===== src/rtl/gpio_pad_pkg.sv =====
// Shared constants for the GPIO pad controller: register map, bank width, reset values.
// Pure declarations; no timing or flow control of its own.
package gpio_pad_pkg;

  localparam int BANK_W = 32;
  localparam int MAX_IO = 64;

  localparam logic [3:0] IDX_OUT      = 4'd0;
  localparam logic [3:0] IDX_OE       = 4'd1;
  localparam logic [3:0] IDX_CS       = 4'd2;
  localparam logic [3:0] IDX_SL       = 4'd3;
  localparam logic [3:0] IDX_PU       = 4'd4;
  localparam logic [3:0] IDX_PD       = 4'd5;
  localparam logic [3:0] IDX_IE       = 4'd6;
  localparam logic [3:0] IDX_IN       = 4'd7;
  localparam logic [3:0] IDX_RISE_EN  = 4'd8;
  localparam logic [3:0] IDX_FALL_EN  = 4'd9;
  localparam logic [3:0] IDX_IRQ_STAT = 4'd10;
  localparam logic [3:0] IDX_OUT_SET  = 4'd11;
  localparam logic [3:0] IDX_OUT_CLR  = 4'd12;

  // Per-bit reset values: everything clear except input enable.
  localparam logic RST_CFG = 1'b0;
  localparam logic RST_IE  = 1'b1;

endpackage


===== src/rtl/gpio_sync.sv =====
// One pad's input synchroniser plus gated edge detector; edge pulse is registered.
// Latency: pad to gated value SYNC_STAGES-1 edges after sampling, edge pulse one edge later; no backpressure.
module gpio_sync #(
  parameter int SYNC_STAGES = 2
) (
  input  logic clk_i,
  input  logic rst_i,
  input  logic pad,
  input  logic ie,
  input  logic rise_en,
  input  logic fall_en,
  output logic in_val,
  output logic edge_hit
);

  logic [SYNC_STAGES-1:0] sync_q;
  logic                   dly_q;
  logic                   edge_q;

  assign in_val   = sync_q[SYNC_STAGES-1] & ie;
  assign edge_hit = edge_q;

  always_ff @(posedge clk_i) begin
    if (rst_i) begin
      sync_q <= '0;
      dly_q  <= 1'b0;
      edge_q <= 1'b0;
    end else begin
      sync_q <= {sync_q[SYNC_STAGES-2:0], pad};
      dly_q  <= in_val;
      // Edges are taken on the IE-gated value so a disabled pad never interrupts.
      edge_q <= (in_val & ~dly_q & rise_en) | (~in_val & dly_q & fall_en);
    end
  end

endmodule


===== src/rtl/gpio_pad_ctrl.sv =====
// GPIO pad controller: banked register file driving pad controls, synchronised inputs, edge interrupts.
// Latency: writes act on the strobe edge, reads return one cycle later; always ready, no backpressure.
module gpio_pad_ctrl
  import gpio_pad_pkg::*;
#(
  parameter int NUM_IO      = 43,
  parameter int SYNC_STAGES = 2
) (
  input  logic              clk_i,
  input  logic              rst_i,
  input  logic [4:0]        addr_i,
  input  logic [31:0]       wdata_i,
  input  logic              we_i,
  input  logic              re_i,
  output logic [31:0]       rdata_o,
  output logic              rvalid_o,
  input  logic [NUM_IO-1:0] io_in,
  output logic [NUM_IO-1:0] io_out,
  output logic [NUM_IO-1:0] io_oe,
  output logic [NUM_IO-1:0] io_cs,
  output logic [NUM_IO-1:0] io_sl,
  output logic [NUM_IO-1:0] io_pu,
  output logic [NUM_IO-1:0] io_pd,
  output logic [NUM_IO-1:0] io_ie,
  output logic              irq_o,
  output logic              const_one,
  output logic              const_zero
);

  logic [NUM_IO-1:0] out_q, oe_q, cs_q, sl_q, pu_q, pd_q, ie_q;
  logic [NUM_IO-1:0] rise_q, fall_q, stat_q;
  logic [NUM_IO-1:0] in_vec, edge_vec;
  logic [NUM_IO-1:0] wr_mask, ln_mask, stat_clr;
  logic [3:0]        idx;
  logic              bank;
  logic [31:0]       rd_mux;

  assign idx  = addr_i[4:1];
  assign bank = addr_i[0];

  // Place a 32-bit bank word onto pad positions; bits beyond NUM_IO fall away.
  function automatic logic [NUM_IO-1:0] lane_bits(input logic [BANK_W-1:0] d, input logic b);
    logic [NUM_IO-1:0] m;
    m = '0;
    for (int i = 0; i < NUM_IO; i++) begin
      if ((i >= BANK_W) == b) m[i] = d[i % BANK_W];
    end
    return m;
  endfunction

  function automatic logic [BANK_W-1:0] lane_read(input logic [NUM_IO-1:0] v, input logic b);
    logic [BANK_W-1:0] r;
    r = '0;
    for (int i = 0; i < NUM_IO; i++) begin
      if ((i >= BANK_W) == b) r[i % BANK_W] = v[i];
    end
    return r;
  endfunction

  assign wr_mask  = lane_bits(wdata_i, bank);
  assign ln_mask  = lane_bits({BANK_W{1'b1}}, bank);
  assign stat_clr = (we_i && idx == IDX_IRQ_STAT) ? wr_mask : '0;

  always_ff @(posedge clk_i) begin
    if (rst_i) begin
      out_q  <= {NUM_IO{RST_CFG}};
      oe_q   <= {NUM_IO{RST_CFG}};
      cs_q   <= {NUM_IO{RST_CFG}};
      sl_q   <= {NUM_IO{RST_CFG}};
      pu_q   <= {NUM_IO{RST_CFG}};
      pd_q   <= {NUM_IO{RST_CFG}};
      ie_q   <= {NUM_IO{RST_IE}};
      rise_q <= {NUM_IO{RST_CFG}};
      fall_q <= {NUM_IO{RST_CFG}};
      stat_q <= {NUM_IO{RST_CFG}};
    end else begin
      if (we_i) begin
        case (idx)
          IDX_OUT:     out_q  <= (out_q  & ~ln_mask) | wr_mask;
          IDX_OE:      oe_q   <= (oe_q   & ~ln_mask) | wr_mask;
          IDX_CS:      cs_q   <= (cs_q   & ~ln_mask) | wr_mask;
          IDX_SL:      sl_q   <= (sl_q   & ~ln_mask) | wr_mask;
          IDX_PU:      pu_q   <= (pu_q   & ~ln_mask) | wr_mask;
          IDX_PD:      pd_q   <= (pd_q   & ~ln_mask) | wr_mask;
          IDX_IE:      ie_q   <= (ie_q   & ~ln_mask) | wr_mask;
          IDX_RISE_EN: rise_q <= (rise_q & ~ln_mask) | wr_mask;
          IDX_FALL_EN: fall_q <= (fall_q & ~ln_mask) | wr_mask;
          IDX_OUT_SET: out_q  <= out_q | wr_mask;
          IDX_OUT_CLR: out_q  <= out_q & ~wr_mask;
          default: ;
        endcase
      end
      // A fresh edge beats a concurrent clear on the same bit.
      stat_q <= (stat_q & ~stat_clr) | edge_vec;
    end
  end

  always_comb begin
    rd_mux = '0;
    case (idx)
      IDX_OUT:      rd_mux = lane_read(out_q, bank);
      IDX_OE:       rd_mux = lane_read(oe_q, bank);
      IDX_CS:       rd_mux = lane_read(cs_q, bank);
      IDX_SL:       rd_mux = lane_read(sl_q, bank);
      IDX_PU:       rd_mux = lane_read(pu_q, bank);
      IDX_PD:       rd_mux = lane_read(pd_q, bank);
      IDX_IE:       rd_mux = lane_read(ie_q, bank);
      IDX_IN:       rd_mux = lane_read(in_vec, bank);
      IDX_RISE_EN:  rd_mux = lane_read(rise_q, bank);
      IDX_FALL_EN:  rd_mux = lane_read(fall_q, bank);
      IDX_IRQ_STAT: rd_mux = lane_read(stat_q, bank);
      default:      rd_mux = '0;
    endcase
  end

  always_ff @(posedge clk_i) begin
    if (rst_i) begin
      rvalid_o <= 1'b0;
      rdata_o  <= '0;
    end else begin
      rvalid_o <= re_i;
      if (re_i) rdata_o <= rd_mux;
    end
  end

  for (genvar g = 0; g < NUM_IO; g++) begin : g_pad
    gpio_sync #(.SYNC_STAGES(SYNC_STAGES)) u_sync (
      .clk_i    (clk_i),
      .rst_i    (rst_i),
      .pad      (io_in[g]),
      .ie       (ie_q[g]),
      .rise_en  (rise_q[g]),
      .fall_en  (fall_q[g]),
      .in_val   (in_vec[g]),
      .edge_hit (edge_vec[g])
    );
  end

  assign io_out     = out_q;
  assign io_oe      = oe_q;
  assign io_cs      = cs_q;
  assign io_sl      = sl_q;
  assign io_pu      = pu_q;
  assign io_pd      = pd_q & ~pu_q;
  assign io_ie      = ie_q;
  assign irq_o      = |stat_q;
  assign const_one  = 1'b1;
  assign const_zero = 1'b0;

endmodule


===== config.mk =====
export PLATFORM = sky130hd
export DESIGN_NAME = gpio_pad_ctrl
export DESIGN_NICKNAME = d
export VERILOG_FILES = /design/src/rtl/gpio_pad_pkg.sv /design/src/rtl/gpio_sync.sv /design/src/rtl/gpio_pad_ctrl.sv
export SDC_FILE = /design/constraint.sdc
export NUM_CORES = 1
export LEC_CHECK = 0
export ABC_AREA = 1
export CAP_MARGIN = 20
export CELL_PAD_IN_SITES_DETAIL_PLACEMENT = 1
export CELL_PAD_IN_SITES_GLOBAL_PLACEMENT = 1
export CORE_MARGIN = 10
export CORE_UTILIZATION = 35
export CTS_CLUSTER_SIZE = 40
export DETAILED_ROUTE_END_ITERATION = 10
export PLACE_DENSITY = 0.82
export SLEW_MARGIN = 20
export SYNTH_ARGS = -nofsm -noshare
export SYNTH_HDL_FRONTEND = slang
export SYNTH_HIERARCHICAL = 1
export SYNTH_SLANG_ARGS = --single-unit

===== constraint.sdc =====
create_clock -name clk_i -period 1.55 [get_ports clk_i]
set_input_delay 0.465 -clock clk_i [delete_from_list [all_inputs] [get_ports clk_i]]
set_output_delay 0.465 -clock clk_i [all_outputs]
set_load 0.01 [all_outputs]

Yosys cells after proc, flatten, opt, wreduce, memory -nomap -nowiden
Cells that the tools add are included.

Register bits: 635. Input bits: 84. Output and inout port bits: 337. Word-level logic and storage cells: 937.

Eq/ne operators: 12. Multiplexer cells: 400. Bitwise logic cells: 371. Reduce and logical (&&, ||, !) cells: 13.

Operator list (count): $and A43 B43 Y43 (12); $or A43 B43 Y43 (11); $mux W1 (397); $pmux W32 S11 (1); $and A1 B1 Y1 (215); $not A43 Y43 (4); $pmux W43 S3 (1); $not A1 Y1 (86); $mux W43 (1); $or A1 B1 Y1 (43); $reduce_or A43 Y1 (1); $eq A4 B4 Y1 const B (5); $reduce_and A2 Y1 (9); $eq A4 B3 Y1 const B (4); $eq A4 B2 Y1 const B (2); $eq A4 B1 Y1 const B (1); $logic_not A4 Y1 (1); $reduce_bool A3 Y1 (1); $logic_and A1 B1 Y1 (1).

Longest topological paths before layout
Depth in word-level cells: 6. Mapped depth: 11. Mapped depth without buffers: 10.

Modules after synthesis
The synthesis kept the hierarchy.

Modules (own cells, without submodules): gpio_pad_ctrl (instances 1, cells an instance 3529, area an instance 22445.3 um2); gpio_sync (instances 43, cells an instance 18, area an instance 138.9 um2).

Worst setup path after synthesis
Ideal clock, no wire load.

Path type: input port to flip-flop. From: in we_i. To: reg with a tool-made name. Library setup time: 0.144 ns. Arrival time: 1.497 ns. Required time: 1.406 ns. Slack: -0.091 ns. Cell stages on the path: 6. Path buffers: 3. Cell sequence: buf_2 > buf_2 > nand2_1 > nor2_2 > buf_2 > o221ai_1.

RTL lines: from (decl) (line gpio_pad_ctrl.sv:13) `input logic we_i,`.

Worst setup path in the final report
From: reg stat_q[8]. To: out irq_o.

Cells in the longest elaborated chain, start to end: 1.

Ends and longest elaborated chain: from (decl) (line gpio_pad_ctrl.sv:31) `logic [NUM_IO-1:0] rise_q, fall_q, stat_q;`; from (signal assigned) (line gpio_pad_ctrl.sv:75) `stat_q <= {NUM_IO{RST_CFG}};`; from (signal assigned) (line gpio_pad_ctrl.sv:94) `stat_q <= (stat_q & ~stat_clr) | edge_vec;`; $reduce_or A43 Y1 (line gpio_pad_ctrl.sv:146) `assign irq_o = |stat_q;`; to (decl) (line gpio_pad_ctrl.sv:25) `output logic irq_o,`.

Every way passes these cells.

==> metrics.md <==
| Metric | Value |
|---|---|
| Status | `finished, violations left` |
| Violated checks | `negative setup slack` |
| Worst setup margin | `-0.9510 ns` |
| Grt peak-use layer | `met2` |
| TritonCTS Buffers | `74` |
| Initial Util | `0.3528` |
| Largest net degree at the start of global routing | `75` |
| Syn Area/Cell | `6.604 µm²` |
| Clk slew on worst S/H paths | `0.07 ns` |
| Max cap viols | `0` |
| Place WS | `-1.046 ns` |
| Worst skew pair latency | `0.62 ns` |
| Post-synth EDFFs | `0` |
| H-tree depth | `3` |
| Slew margin rel. | `0.5927` |
| Longest Clk Path Bufs | `3` |
| Routed WL per cell | `22.88 µm` |
| Period utilisation layout | `1.614` |
| Cell count after synthesis | `4303` |
| # hold bufs at CTS | `0` |
| Worst-Margin Slew | `0.6046 ns` |
| Root Driver | `clkbuf_16` |
| Post-route DRC | `0` |
| Max FO, Critical Path | `2` |
| WP data required | `1.08 ns` |
| Global route total overflow | `0` |
| GRT Total Usage | `0.2858` |
| Critical path class | `flop to output pin` |
| CTS tree | `built` |
| Sequential cell area fraction in the yosys report | `0.4473` |
| Vias in the first global route | `34200` |
| Worst IR drop on VDD | `0.7471 mV` |
| Setup tns final | `-9.842 ns` |
| PortBufs | `418` |
| DR pass1 iterations | `5` |
| Power density cells | `930.4 nW/µm²` |
| Comb pwr share | `0.102` |
| First-pass GRT wire length | `207.7 mm` |
| M3 GR Usage | `0.05588` |
| CP endpoint kind | `output pin` |
| Mapped cell area | `28420 µm²` |
| Final setup fails | `169` |
| Worst Path Arrival | `2.04 ns` |
| Area growth syn-to-layout | `46.43%` |
| Nets@finish | `5169` |
| Sequential share of power | `0.435` |
| Initial DRC Count | `2644` |
| Filler cell count | `10020` |
| Post-Syn Nets | `4387` |
| Die area | `92990 µm²` |
| Pins Over Slew Limit | `0` |
| Initial antenna violation count | `2` |
| Row cnt | `104` |
| Switching share of power | `0.2612` |
| RePlAce Congestion | `0.9277` |
| Synth area leaders | `dfxtp_1 (45%), nand2_1 (14%), inv_1 (8.3%), a21oi_1 (7.9%), nor2_1 (7.8%)` |
| Clk network pwr share | `0.463` |
| Die Wd | `304.9 µm` |
| Share of cells above drive strength 1 | `0.3023` |
| Hold WC Path Type | `input port to flop` |
| Flops & latches, synth | `635` |
| Final min period | `2.501 ns` |
| # IOs | `421` |
| Hold_ws | `0.2463 ns` |
| Switch Pwr | `10.11 mW` |
| Post-synth ARST share | `0` |
| RSZ-0062 raised after global routing | `true` |
| Hold Vio Cnt, Final | `0` |
| Final HPWL DP | `95.41 mm` |
| Area of the core | `80550 µm²` |
| Met1 layer usage reported by global route | `0.3385` |
| Max frequency | `399.8 MHz` |
| Via count | `32720` |
| Final wirelength | `141.9 mm` |
| Synth Warn # | `6` |
| Synth Flop Type | `dfxtp_1` |
| Grt met2 use | `0.4843` |
| Cell internal pwr | `28.60 mW` |
| Synth unique cells | `25` |
| Die Ht | `304.9 µm` |
| Leak pwr | `18.79 nW` |
| DRT antenna net count | `0` |
| Top cell type's share of synthesized area | `0.4473` |
| Synth area leader | `dfxtp_1` |
| Setup crit start kind | `flop` |
| Clk sink count | `635` |
| Vias per cell | `5.278` |
| Clock Skews | `0.01847 ns` |
[per-layer routing]
metal | up-vias | routed length (µm)
met3 | 394 | 11310
met5 | - | 13
met2 | 1466 | 67800
li1 | 14880 | -
met1 | 15980 | 55430
met4 | 2 | 7308
[final timing paths]
| path | slack, ns | startpoint | endpoint | cells after the start |
|---|---|---|---|---|
| hold reg to reg | 0.40 | g_pad[30].u_sync/sync_q[0] | g_pad[30].u_sync/sync_q[1] | 2 |
| setup / recovery | -0.95 | stat_q[8] | irq_o | 5 |
| setup reg to reg | 0.09 | flop | rdata_o[0] | 11 |
| hold / removal | 0.25 | rst_i | flop | 4 |
[final cells by class]
type	count	area [µm²]	share of cell area
diodes	1	2.502	0.00006014
flip-flops and latches	635	13340	0.3207
clock buffers	111	2245	0.05394
multi-input cells	2768	12470	0.2996
clock inverters	18	183.9	0.004420
inverters	634	2400	0.05767
well taps	1060	1326	0.03187
repair buffers	972	9643	0.2317
[per-stage QoR]
step / util / power, mW / cells / instance area (µm²)
finish: 0.5166 / 38.71 / 6199 / 41610
global route: 0.5166 / 39.86 / 6199 / 41610
CTS: 0.5087 / 38.65 / 6153 / 40980
detailed placement: 0.4516 / 20.84 / 5867 / 36370
global placement: 0.4516 / 20.74 / 5867 / 36370
floorplan: - / 18.76 / 4303 / 28430
[repair_timing]
item                        CTS  global route
pin swaps                    29            28
gates resized for setup    2177           108
gates cloned                  5             0
hold endpoints to repair      0             0
setup buffers               152            46
setup endpoints to repair   797           456
[Yosys cell counts (all sizes together) (11+ instances only)]
cell,n
o21ai,421
clkbuf,155
o211ai,11
a21oi,451
dfxtp,635
nand4,51
o221ai,32
nand3,53
buf,111
inv,633
nor2,601
nand2,1140
[cells in the final DEF, fill, tap and decap left out, drive strengths merged]
master / Yosys / routed
nand2: 1140 / 1140
buf: 111 / 891
inv: 633 / 636
dfxtp: 635 / 635
nor2: 601 / 601
a21oi: 451 / 451
o21ai: 421 / 421
clkbuf: 155 / 114
clkdlybuf4s50: 0 / 76
nand3: 53 / 53
nand4: 51 / 51
o221ai: 32 / 32
clkinv: 1 / 13
o211ai: 11 / 11
nor4: 4 / 4
bufinv: 0 / 3
conb: 2 / 2
bufbuf: 0 / 2
diode: 0 / 1
nor3: 1 / 1
and3: 1 / 1
[power by group through the flow]
stage / clock network, mW / logic, mW / registers (mW)
global route: 18.8 / 4.23 / 16.8
finish: 17.9 / 3.96 / 16.8
floorplan: 0 / 1.53 / 17.2
CTS: 18.0 / 3.80 / 16.8
detailed placement: 0 / 3.58 / 17.3
global placement: 0 / 3.49 / 17.2
[critical path, cell delays in order, from the launching register on]
cell and delay (ns):
dfxtp_1 0.32, inv_1 0.10, nand4_1 0.29, nor4_4 0.40, nand3_4 0.14, buf_6 0.15
[cells by family after synthesis]
family,Yosys count,share of synthesized area
other,2,0.0002643
AOI/OAI and AO/OA,915,0.1663
buffers and inverters,900,0.1246
and+or+nand+nor,1851,0.2615
DFF,635,0.4473
No activity file was read; power rests on OpenSTA's default activity.
